### src/rtl/arc4_pkg.sv
// arc4_pkg: shared FSM states, S-box size, key length and the key_byte helper for the arc4 units
package arc4_pkg;
  localparam int SBOX_SIZE = 256;
  localparam int KEY_BYTES = 3;
  typedef enum logic [3:0] {IDLE, INIT, KSA_RI, KSA_RJ, KSA_WI, KSA_WJ, LEN, PRGA_LEN, PRGA_RUN, DONE} state_t;
  typedef enum logic [2:0] {KS_IDLE, KS_RI, KS_RJ, KS_WI, KS_WJ, KS_RP, KS_CT} ks_state_t;
  function automatic logic [7:0] key_byte(input logic [8*KEY_BYTES-1:0] key, input logic [1:0] idx);
    return key[8*(KEY_BYTES-1-int'(idx)) +: 8];
  endfunction
endpackage

### src/rtl/arc4_keystream.sv
// arc4_keystream: PRGA sequencer (en/len/rdy/done, S RAM port, pt read port, ct write port)
module arc4_keystream
  import arc4_pkg::*;
(
  input  logic       clk,
  input  logic       rst,
  input  logic       i_en,
  input  logic [7:0] i_len,
  output logic       o_rdy,
  output logic       o_done,
  output logic [7:0] o_s_addr,
  input  logic [7:0] i_s_rddata,
  output logic [7:0] o_s_wrdata,
  output logic       o_s_wren,
  output logic [7:0] o_pt_addr,
  input  logic [7:0] i_pt_rddata,
  output logic [7:0] o_ct_addr,
  output logic [7:0] o_ct_wrdata,
  output logic       o_ct_wren
);
  ks_state_t r_state, w_next;
  logic [7:0] r_i, r_j, r_k, r_len, r_si, r_sj, r_pt;
  logic [7:0] w_i1, w_j1;
  logic w_last;
  assign w_i1 = r_i + 8'd1;
  assign w_j1 = r_j + i_s_rddata;
  assign w_last = r_k == r_len - 8'd1;
  assign o_rdy = r_state == KS_IDLE;
  always_ff @(posedge clk)
    if (rst) begin
      r_state <= KS_IDLE;
      r_i <= '0;
      r_j <= '0;
      r_k <= '0;
      r_len <= '0;
      r_si <= '0;
      r_sj <= '0;
      r_pt <= '0;
    end else begin
      r_state <= w_next;
      if (r_state == KS_IDLE && i_en) begin
        r_i <= '0;
        r_j <= '0;
        r_k <= 8'd1;
        r_len <= i_len;
      end
      if (r_state == KS_RI) r_i <= w_i1;
      if (r_state == KS_RJ) begin
        r_j <= w_j1;
        r_si <= i_s_rddata;
        r_pt <= i_pt_rddata;
      end
      if (r_state == KS_WI) r_sj <= i_s_rddata;
      if (r_state == KS_CT) r_k <= r_k + 8'd1;
    end
  always_comb begin
    w_next = r_state;
    o_done = 1'b0;
    o_s_addr = '0;
    o_s_wrdata = '0;
    o_s_wren = 1'b0;
    o_pt_addr = '0;
    o_ct_addr = '0;
    o_ct_wrdata = '0;
    o_ct_wren = 1'b0;
    case (r_state)
      KS_IDLE: w_next = i_en ? KS_RI : KS_IDLE;
      KS_RI: begin
        o_s_addr = w_i1;
        o_pt_addr = r_k;
        w_next = KS_RJ;
      end
      KS_RJ: begin
        o_s_addr = w_j1;
        w_next = KS_WI;
      end
      KS_WI: begin
        o_s_addr = r_i;
        o_s_wrdata = i_s_rddata;
        o_s_wren = 1'b1;
        w_next = KS_WJ;
      end
      KS_WJ: begin
        o_s_addr = r_j;
        o_s_wrdata = r_si;
        o_s_wren = 1'b1;
        w_next = KS_RP;
      end
      KS_RP: begin
        o_s_addr = r_si + r_sj;
        w_next = KS_CT;
      end
      KS_CT: begin
        o_ct_addr = r_k;
        o_ct_wrdata = r_pt ^ i_s_rddata;
        o_ct_wren = 1'b1;
        o_done = w_last;
        w_next = w_last ? KS_IDLE : KS_RI;
      end
      default: w_next = KS_IDLE;
    endcase
  end
endmodule

### src/rtl/arc4_encrypt.sv
// arc4_encrypt: ARC4 encryptor (en/rdy/key in; S RAM, pt read and ct write ports) owning INIT, KSA, LEN and S-port arbitration
module arc4_encrypt
  import arc4_pkg::*;
(
  input  logic                   clk,
  input  logic                   rst,
  input  logic                   en,
  output logic                   rdy,
  input  logic [8*KEY_BYTES-1:0] key,
  output logic [7:0]             s_addr,
  input  logic [7:0]             s_rddata,
  output logic [7:0]             s_wrdata,
  output logic                   s_wren,
  output logic [7:0]             pt_addr,
  input  logic [7:0]             pt_rddata,
  output logic [7:0]             ct_addr,
  output logic [7:0]             ct_wrdata,
  output logic                   ct_wren
);
  state_t r_state, w_next;
  logic [8:0] r_cnt;
  logic [7:0] r_j, r_si;
  logic [8*KEY_BYTES-1:0] r_key;
  logic [1:0] r_kidx;
  logic [7:0] w_jn;
  logic w_cnt_end, w_ks_en, w_ks_rdy, w_ks_done;
  logic [7:0] w_ks_s_addr, w_ks_s_wrdata, w_ks_pt_addr, w_ks_ct_addr, w_ks_ct_wrdata;
  logic w_ks_s_wren, w_ks_ct_wren;
  assign w_jn = r_j + s_rddata + key_byte(r_key, r_kidx);
  assign w_cnt_end = r_cnt == 9'(SBOX_SIZE - 1);
  arc4_keystream u_ks (
    .clk        (clk),
    .rst        (rst),
    .i_en       (w_ks_en),
    .i_len      (pt_rddata),
    .o_rdy      (w_ks_rdy),
    .o_done     (w_ks_done),
    .o_s_addr   (w_ks_s_addr),
    .i_s_rddata (s_rddata),
    .o_s_wrdata (w_ks_s_wrdata),
    .o_s_wren   (w_ks_s_wren),
    .o_pt_addr  (w_ks_pt_addr),
    .i_pt_rddata(pt_rddata),
    .o_ct_addr  (w_ks_ct_addr),
    .o_ct_wrdata(w_ks_ct_wrdata),
    .o_ct_wren  (w_ks_ct_wren)
  );
  always_ff @(posedge clk)
    if (rst) begin
      r_state <= IDLE;
      r_cnt <= '0;
      r_j <= '0;
      r_si <= '0;
      r_key <= '0;
      r_kidx <= '0;
    end else begin
      r_state <= w_next;
      if (rdy && en) begin
        r_key <= key;
        r_cnt <= '0;
        r_j <= '0;
        r_kidx <= '0;
      end
      if (r_state == INIT || r_state == KSA_WJ) r_cnt <= w_cnt_end ? 9'd0 : r_cnt + 9'd1;
      if (r_state == KSA_WJ) r_kidx <= r_kidx == 2'(KEY_BYTES - 1) ? 2'd0 : r_kidx + 2'd1;
      if (r_state == KSA_RJ) begin
        r_j <= w_jn;
        r_si <= s_rddata;
      end
    end
  always_comb begin
    w_next = r_state;
    rdy = 1'b0;
    w_ks_en = 1'b0;
    s_addr = '0;
    s_wrdata = '0;
    s_wren = 1'b0;
    pt_addr = '0;
    ct_addr = '0;
    ct_wrdata = '0;
    ct_wren = 1'b0;
    case (r_state)
      IDLE, DONE: begin
        rdy = 1'b1;
        w_next = en ? INIT : IDLE;
      end
      INIT: begin
        s_addr = r_cnt[7:0];
        s_wrdata = r_cnt[7:0];
        s_wren = 1'b1;
        w_next = w_cnt_end ? KSA_RI : INIT;
      end
      KSA_RI: begin
        s_addr = r_cnt[7:0];
        w_next = KSA_RJ;
      end
      KSA_RJ: begin
        s_addr = w_jn;
        w_next = KSA_WI;
      end
      KSA_WI: begin
        s_addr = r_cnt[7:0];
        s_wrdata = s_rddata;
        s_wren = 1'b1;
        w_next = KSA_WJ;
      end
      KSA_WJ: begin
        s_addr = r_j;
        s_wrdata = r_si;
        s_wren = 1'b1;
        w_next = w_cnt_end ? LEN : KSA_RI;
      end
      LEN: w_next = PRGA_LEN;
      PRGA_LEN: begin
        ct_wrdata = pt_rddata;
        ct_wren = 1'b1;
        w_ks_en = pt_rddata > 8'd1 && w_ks_rdy;
        w_next = w_ks_en ? PRGA_RUN : DONE;
      end
      PRGA_RUN: begin
        s_addr = w_ks_s_addr;
        s_wrdata = w_ks_s_wrdata;
        s_wren = w_ks_s_wren;
        pt_addr = w_ks_pt_addr;
        ct_addr = w_ks_ct_addr;
        ct_wrdata = w_ks_ct_wrdata;
        ct_wren = w_ks_ct_wren;
        w_next = w_ks_done ? DONE : PRGA_RUN;
      end
      default: w_next = IDLE;
    endcase
  end
endmodule

### config.mk
export PLATFORM = sky130hd
export DESIGN_NAME = arc4_encrypt
export DESIGN_NICKNAME = d
export VERILOG_FILES = /design/src/rtl/arc4_pkg.sv /design/src/rtl/arc4_keystream.sv /design/src/rtl/arc4_encrypt.sv
export SDC_FILE = /design/constraint.sdc
export NUM_CORES = 1
export LEC_CHECK = 0
export ABC_AREA = 1
export ABC_CLOCK_PERIOD_IN_PS = 4200
export BUFFER_PORTS_ARGS = -buffer_cell sky130_fd_sc_hd__clkbuf_2
export CAP_MARGIN = 20
export CORE_AREA = 3 3 190 136
export DETAILED_ROUTE_END_ITERATION = 10
export DIE_AREA = 0 0 193 139
export GPL_ROUTABILITY_DRIVEN = 0
export MAX_ROUTING_LAYER = met4
export PLACE_DENSITY = 0.54
export SLEW_MARGIN = 20
export SYNTH_ARGS = -nofsm -noshare
export SYNTH_HDL_FRONTEND = slang
export SYNTH_SLANG_ARGS = --single-unit
### constraint.sdc
create_clock -name clk -period 4.2 [get_ports clk]
set_input_delay 0.63 -clock clk [delete_from_list [all_inputs] [get_ports clk]]
set_output_delay 0.63 -clock clk [all_outputs]
set_load 0.01 [all_outputs]
==> metrics.txt, run 1 <==
Setup CP Type=reg -> out; Ports=86; Buffers on Ports=85; layout cells sized above 1=0.160; Final Hold Viols=0; DIE AREA=about 27,000 um2; Avg WL per Cell=~16 um; CTS root buf=clkbuf_16; Synth area leaders=dfxtp_1, nand2_1, nor2_1, a21oi_1, inv_1; Vias/cell=4.85; grt total ovfl=0; CP arrival=3.46 ns; Reg2Reg Launch Point=r_kidx[1]; final instance area=~8500 um2; Core ar.=24,400 um2; Worst-Margin Slew=0.974 ns; DRC=0; PwrDens=about 320 nW/um2; post-synth cell types=40; Peak VDD IR=approximately 0.27 mV; Hold Startpoint=key[22]; initial antenna violation count=0; final WL=23.6 mm; upper clock frequency limit=roughly 0.24 GHz; Antenna Violating Nets Remaining=0; Min-Delay Path Class=in -> reg; Hold Buf Count CTS=0; Row Count=48; endpoints failing setup=0; RSZ-0062 raised after global routing=true; Synth Area per Inst=6.55 um2; Post-synth EDFFs=0; Ys Warns=0; critical path fanouts, max=5; clk slew on worst S/H paths=about 0.05 ns; Worst-Skew Late Latency=around 0.43 ns; CP Capture Type=output port; top cells by count, synth=nand2_1, nor2_1, dfxtp_1, inv_1, a21oi_1; DPL Wire Length=roughly 18 mm; vertical die dimension=139 um; Data required, critical path=about 3.6 ns; most common cell in the synthesized netlist=nand2_1; number of global-route vias before repair=about 6,700; synthesized netlist cell count=approximately 1,100; CTS Buffer Depth=2; Global Route Usage Sum=0.184; first-pass GRT wire length=37.3 mm; largest net degree at the start of global routing=53; Final min period=a little over 4 ns; chip width=just under 200 um; Slew HR=0.349; mapped cell area=6960 um2; CTS Sinks=about 110; fin util=0.349; Detailed Route Iter0 Violations=570; Nets=about 1,200; post-synthesis register bit count=114; H-tree Lvls=4; Area growth, synth to finish=22.0%; CTS tree=done; pins over their slew limit=0; area post-placement=between 7000 and 8000 um2; period utilisation layout=0.973; leakage=roughly 3.7 nW; # diodes=0; status=finished, final reports clean; ys async rst share=0; main flop type after synthesis=dfxtp_1; CTS Buf Count=17; vias=7,209; Worst Setup SP=r_kidx[1]; Design Power=0.00275 W; Synth top area share=0.328; Post-Route Skew=0.00887 ns; leading area contributor after synthesis=dfxtp_1; Seq/Total Area, Yosys=0.328; synthesized net count=about 1,100; 1st-pass router iterations=5; Starting Density=0.286; Worst setup SP type=flop; maxcap violations=0
==> registers in the layout (all words and copies together) (netlist names), 4 cells and up <==
register and flops:
r_j 8, u_ks.r_len 8, u_ks.r_i 8, u_ks.r_j 8
u_ks.r_si 8, r_si 8, u_ks.r_k 8, u_ks.r_sj 8
r_state 4, r_cnt 9, r_key 24, u_ks.r_pt 8
==> worst max-delay path: stages, from the launching register on <==
cell	delay [ns]
dfxtp_2	0.34
inv_2	0.05
ha_4	0.27
inv_4	0.04
nor2_4	0.13
inv_4	0.07
nor3_4	0.11
a31oi_2	0.07
fa_1	0.50
inv_1	0.07
ha_4	0.26
a21oi_1	0.27
or2_4	0.20
nand3_4	0.09
nand3_2	0.08
nand2_1	0.05
nor2_1	0.11
nor2_1	0.07
nand2_1	0.10
buf_2	0.14
==> cell families after synthesis <==
group	synth area share
xor+xnor	0.0176
fa+ha+maj	0.0773
buf+inv	0.0905
simple gates	0.313
compound gates	0.174
flops	0.328
==> stage by stage <==
| step | setup WS (ns) | hold WS (ns) | cells | TNS [ns] |
|---|---|---|---|---|
| CTS | 0.0113 | 0.428 | 1484 | 0 |
| detailed placement | 0.110 | 0.446 | 1452 | 0 |
| global placement | 0.179 | 0.453 | 1452 | 0 |
| finish | 0.113 | 0.435 | 1487 | 0 |
| floorplan | 0.191 | 0.428 | 1063 | 0 |
| global route | -0.0704 | 0.447 | 1487 | -0.124 |
==> power breakdown <==
group	switching (W)	internal [W]
Clock	0.000533	0.000837
Combinational	0.000169	0.0000901
Sequential	0.0000154	0.00111
==> cell usage in the layout, fill, tap and decap left out, drive strengths merged, types with 10 or more instances in the layout <==
cell	synthesis	routed
a21oi	92	92
buf	18	22
clkbuf	21	106
dfxtp	114	114
fa	10	10
ha	27	27
inv	119	120
nand2	238	238
nand3	71	71
nand4	16	16
nor2	157	157
nor3	25	25
o21ai	93	93
xnor2	11	11
==> metal layers <==
metal	global-route usage	up-vias	wire length [um]
met1	0.263	3321	12100
li1	-	3674	-
met3	0.0387	23	1240
met2	0.266	191	10000
met4	0.0411	0	295
met5	-	-	0
==> repair_timing <==
item / CTS / global route
endpoints found under the setup margin: 5 / 6
buffers inserted: 0 / 3
pin swaps: 2 / 10
resized for setup: 14 / 29
==> cell type report <==
type | instances | area [um2]
Clock buffer | 22 | 464
Timing Repair Buffer | 106 | 583
Clock inverter | 10 | 85.1
Sequential cell | 114 | 2280
Inverter | 120 | 455
Tap cell | 325 | 407
Fill cell | 2695 | 15900
Multi-Input combinational cell | 790 | 4220
==> path summary, 6_finish.rpt <==
check              end  slack [ns]  depth (start not counted)
max reg2reg     r_j[7]        1.34                         17
max          s_addr[7]        0.11                         19
min          r_key[22]        0.44                          3
min reg2reg   r_cnt[8]        0.45                          2
Note: power is estimated with default switching activity, not from simulation.
==> inputs of run 2 (changes only) <==
--- a/config.mk
+++ b/config.mk
@@ -10,6 +10,7 @@
 export BUFFER_PORTS_ARGS = -buffer_cell sky130_fd_sc_hd__clkbuf_2
 export CAP_MARGIN = 20
 export CORE_AREA = 3 3 190 136
+export CTS_BUF_LIST = sky130_fd_sc_hd__clkbuf_2 sky130_fd_sc_hd__clkbuf_4 sky130_fd_sc_hd__clkbuf_8
 export DETAILED_ROUTE_END_ITERATION = 10
 export DIE_AREA = 0 0 193 139
 export GPL_ROUTABILITY_DRIVEN = 0
==> run 2 against run 1 <==
  * Worst setup slack got worse by 0.10 ns
  * Register-to-register slack got worse by 0.06 ns
  * Power is 14% lower
  * Routed wire length about the same
==> metrics.txt, run 2 (synthesized netlist as in run 1, its figures left out) <==
period utilisation layout=0.997; Vias/cell=slightly below 5; reg2reg end=r_j[3]; DIE AREA=between 20,000 and 30,000 um2; Hold Startpoint=key[22]; most frequent cells in the layout=nand2_1, nor2_1, dfxtp_1; Largest register FFs=24; H-tree Lvls=4; Ports=86; DRC=0; Detailed Route Iter0 Violations=524; number of global-route vias before repair=~6,700; Setup TNS Final=0 ns; Min-Delay Path Class=in -> reg; Hold Path End=r_key[22]; Buffers on Ports=between 80 and 90; Slew HR=0.353; DPL Wire Length=17.7 mm; layout cells sized above 1=0.166; critical path fanouts, max=5; 1st-pass router iterations=5; Starting Density=0.286; largest register by flop count=r_key; vias=roughly 7,200; leakage=between 3 and 4 nW; Setup CP Type=reg -> out; pins over their slew limit=0; CTS Buffer Depth=2; Critical Path Slowest Stage Cell=fa_1; CTS Buf Count=17; chip width=approximately 190 um; PwrDens=285 nW/um2; largest net degree at the start of global routing=53; Largest regs=r_key: 24 flops, r_cnt: 9 flops; vertical die dimension=approximately 140 um; Hold Buf Count CTS=0; footprint of the multi-input gates=about 4200 um2; Worst-Skew Late Latency=0.46 ns; Max stage delay on crit path=0.50 ns; Worst Setup SP=r_kidx[1]; Post-Route Skew=between 0.01 and 0.015 ns; Data required, critical path=3.57 ns; Antenna Violating Nets Remaining=0; fin util=0.342; Worst setup SP type=flop; Reg2Reg Launch Point=r_kidx[1]; commonest non-fill, non-tap cell in the layout=nand2_1; Nets=about 1,200; CTS root buf=clkbuf_8; Worst-Margin Slew=0.968 ns; maxcap violations=0; first-pass GRT wire length=~37 mm; CP Capture Type=output port; final WL=23.6 mm; depth of the most critical reg-to-reg path=16; Final Hold Viols=0; initial antenna violation count=0; CTS Sinks=about 110; crit path cell chain=inv_2 -> ha_4 -> inv_4 -> nor2_4 -> inv_4 -> nor3_4 -> a31oi_2 -> fa_1 -> inv_1 -> ha_4 -> a21oi_1 -> or2_2 -> nand3_2 -> nand3_2 -> nand2_1 -> nor2_1 -> nor2_1 -> nand2_1 -> buf_2; clk slew on worst S/H paths=about 0.070 ns; DP Worst Slack=0.110 ns; # diodes=0; Global Route Usage Sum=0.183; grt total ovfl=0; hold depth=3; Final min period=4.19 ns; CTS tree=done; Hold WS=about 0.41 ns; area taken by flip-flops and latches=roughly 2300 um2; Core ar.=approximately 24,000 um2; Final Worst Setup Slack=around 0.013 ns; setup slack on the worst flop-to-flop path=1.28 ns; CP arrival=3.56 ns; endpoints failing setup=0; Row Count=48; status=finished, final reports clean; upper clock frequency limit=about 0.24 GHz; Avg WL per Cell=15.9 um; RSZ-0062 raised after global routing=true; Peak VDD IR=0.184 mV; fillers=about 2,700; Area growth, synth to finish=19.7%
[run 2: cell types whose count changed in the layout (fill, tap and decap cells not counted), moves of 3 or more]
cell,delta
clkbuf_1,-3
clkbuf_8,+17
clkbuf_4,+3
clkbuf_16,-17
[run 2: what timing repair did]
item | CTS | global route
pin swaps | 3 | 13
setup buffers | 0 | 4
resized for setup | 16 | 30
endpoints found under the setup margin | 5 | 6
[run 2: worst max-delay path by stage]
stage / to / cells after the start
2_1_floorplan: s_addr[5] / 18
3_3_place_gp: s_addr[5] / 18
3_5_place_dp: s_addr[5] / 18
4_1_cts: s_addr[5] / 18
5_1_grt: s_addr[7] / 19
6_report: s_addr[7] / 19
[run 2: report_power, final]
part	internal [W]	switching, W	leakage [nW]
registers	0.00110	0.0000153	0.925
logic	0.0000906	0.000168	2.49
clock network	0.000512	0.000483	0.185
total	0.00171	0.000666	3.59
[run 2: cell type report]
cell class,count,area share
clock buffer,22,0.0341
sequential,114,0.274
tap,325,0.0488
multi-input combinational,790,0.506
inverter,120,0.0547
clock inverter,10,0.0102
timing repair buffer,107,0.0721
[run 2: per-stage QoR]
| stage | area (um2) | cells | total power (W) |
|---|---|---|---|
| floorplan | 6960 | 1063 | 0.00129 |
| global placement | 7750 | 1452 | 0.00137 |
| detailed placement | 7750 | 1452 | 0.00137 |
| CTS | 8190 | 1484 | 0.00237 |
| global route | 8330 | 1488 | 0.00247 |
| finish | 8330 | 1488 | 0.00237 |
[run 2: critical path, delay by kind of cell (launching register included)]
kind | cells | cell delay, ns
simple gates | 9 | 1.09
fa+ha+maj | 3 | 1.08
buf+inv | 5 | 0.38
flops | 1 | 0.35
compound gates | 2 | 0.19
[run 2: routing by layer]
| layer | global-route usage | up-vias | share of wire |
|---|---|---|---|
| met1 | 0.262 | 3344 | 0.51 |
| met4 | 0.0403 | 0 | 0.012 |
| met2 | 0.264 | 171 | 0.42 |
| met5 | - | - | 0 |
| met3 | 0.0392 | 22 | 0.051 |
| li1 | - | 3673 | - |
==> inputs of run 3 (changes only) <==
==> constraint.sdc (replaced) <==
create_clock -name clk -period 4.2 [get_ports clk]
set_input_delay 0.21 -clock clk [delete_from_list [all_inputs] [get_ports clk]]
set_output_delay 0.21 -clock clk [all_outputs]
set_load 0.01 [all_outputs]
==> run 3 against run 2 <==
  * Power increased by 5.0%
  * Worst hold slack worse by 0.38 ns
  * Non-clock buffer count rose by 9
  * Flip-flop and latch count is the same
  * Utilization up 0.15 points
  * Routed wire length shrank 1.4%
  * Die area is the same
  * Final area grew 0.44%
  * Sequential power about the same
  * Worst setup slack better by 0.24 ns
  * Largest cell class unchanged
  * Highest routed layer unchanged
==> metrics.txt, run 3 (synthesized netlist as in run 1, its figures left out) <==
pins over their slew limit=0; Global Route Usage Sum=0.181; CTS Buffer Depth=2; Avg WL per Cell=15.6 um; Starting Density=0.286; initial antenna violation count=0; CP Capture Type=output port; Largest register FFs=24; endpoints failing setup=0; vias=between 7,000 and 8,000; CTS root buf=clkbuf_8; 1st-pass router iterations=5; most frequent CP cell=inv_1; CTS tree=done; grt total ovfl=0; Max stage delay on crit path=0.49 ns; commonest non-fill, non-tap cell in the layout=nand2_1; Worst-Margin Slew=between 0.9 and 1 ns; chip width=193 um; Row Count=48; period utilisation layout=0.939; Ports=between 80 and 90; Worst setup SP type=flop; vertical die dimension=about 140 um; upper clock frequency limit=between 0.2 and 0.3 GHz; P_int=~0.0018 W; NetSw=between 0.0006 and 0.0007 W; Final Hold Viols=0; Largest regs=r_key: 24 flops, r_cnt: 9 flops; final WL=23.3 mm; DRC=0; CP bufs+invs=5; CTS Sinks=between 100 and 150; PwrDens=297 nW/um2; Min-Delay Path Class=in -> reg; Data required, critical path=~4 ns; status=finished, final reports clean; crit path cell chain=inv_1 -> ha_4 -> clkinvlp_4 -> nor2_4 -> inv_1 -> nor3_1 -> a31oi_1 -> fa_1 -> inv_1 -> ha_1 -> fa_2 -> nand4_1 -> nand3_1 -> a21oi_1 -> nor2_1 -> nor2_1 -> nand2_1 -> clkbuf_2; Critical Path Slowest Stage Cell=fa_1; sequential share of power=0.449; Detailed Route Iter0 Violations=just under 600; Post-Route Skew=between 0.01 and 0.015 ns; leakage=~3.6 nW; maxcap violations=0; layout cells sized above 1=0.137; Top Family by Delay on Critical Path=adder cells; largest net degree at the start of global routing=63; clock power share=0.452; # diodes=0; Vias/cell=between 4 and 5; Nets=~1,200; Buffers on Ports=85; Setup TNS Final=0 ns; Peak VDD IR=roughly 0.19 mV; largest register by flop count=r_key; most frequent cells in the layout=nand2_1, nor2_1, inv_1, dfxtp_1, a21oi_1; Area growth, synth to finish=20.2%; DP Worst Slack=0.400 ns; Antenna Violating Nets Remaining=0; Setup CP Type=reg -> out; DPL Wire Length=roughly 17 mm; number of global-route vias before repair=~6,600; first-pass GRT wire length=roughly 37 mm; Logic pwr share=0.099; Sw Share=0.274; Slew HR=0.343; Final Worst Setup Slack=0.254 ns; Final min period=3.95 ns; Worst-Skew Late Latency=~0.45 ns; critical path fanouts, max=5; Core ar.=about 24,000 um2; DIE AREA=26,800 um2; CTS Buf Count=17; H-tree Lvls=4; clk slew on worst S/H paths=about 0.070 ns; CP arrival=between 3 and 4 ns
==> run 3: cell count changes in the layout (fill, tap and decap cells not counted), sizes merged <==
| cell | previous run | this run |
|---|---|---|
| clkbuf | 105 | 104 |
| dlygate4sd3 | 0 | 16 |
| clkinv | 5 | 6 |
| buf | 24 | 15 |
| bufinv | 1 | 3 |
==> run 3: per-stage QoR <==
step | power, W | hold slack (ns) | utilization | cells | cell area (um2)
6_report | 0.00249 | 0.0302 | 0.343 | 1497 | 8370
5_1_grt | 0.00259 | 0.0276 | 0.343 | 1497 | 8370
4_1_cts | 0.00250 | 0.00529 | 0.340 | 1493 | 8280
3_5_place_dp | 0.00137 | 0.448 | 0.316 | 1445 | 7700
3_3_place_gp | 0.00137 | 0.441 | 0.316 | 1445 | 7700
2_1_floorplan | 0.00129 | 0.345 | - | 1063 | 6960
==> run 3: worst paths after layout <==
kind | slack [ns] | endpoint | startpoint | depth (start not counted)
min reg2reg | 0.46 | r_key[15] | r_key[15] | 2
max | 0.25 | s_addr[7] | r_kidx[1] | 18
min | 0.03 | r_key[1] | key[1] | 3
max reg2reg | 1.08 | r_j[3] | r_kidx[1] | 16
==> run 3: layout make-up <==
cell class,count,area (um2)
clock buffers,19,262
clock inverters,13,159
fillers,2653,16000
inverters,120,454
multi-input cells,790,4110
flip-flops and latches,114,2280
well taps,325,407
repair buffers,116,698
==> run 3: repair_timing <==
item                                    4_1_cts  5_1_grt
endpoints found under the hold margin        16        0
gates resized for setup                       2        9
hold buffers                                 16        0
buffers inserted                              0        4
pin swaps                                     0        1
endpoints found under the setup margin        2        5
==> run 3: worst min-delay path: stages <==
cell and delay [ns]:
clkbuf_2 0.07, o21ai_0 0.08, nor2_1 0.08
==> run 3: power groups by stage <==
stage	logic (W)	registers, W	clock network (W)
after CTS	0.000239	0.00112	0.00114
final	0.000246	0.00112	0.00112
after global routing	0.000279	0.00112	0.00119
after detailed placement	0.000226	0.00114	0
after global placement	0.000224	0.00114	0
after floorplan	0.000149	0.00114	0
==> run 3: metal layers <==
| layer | routed length [um] | share of wire | global-route usage |
|---|---|---|---|
| met1 | 11900 | 0.51 | 0.262 |
| met5 | 0 | 0 | - |
| met3 | 1180 | 0.051 | 0.0318 |
| met2 | 9970 | 0.43 | 0.263 |
| met4 | 201 | 0.0086 | 0.0369 |
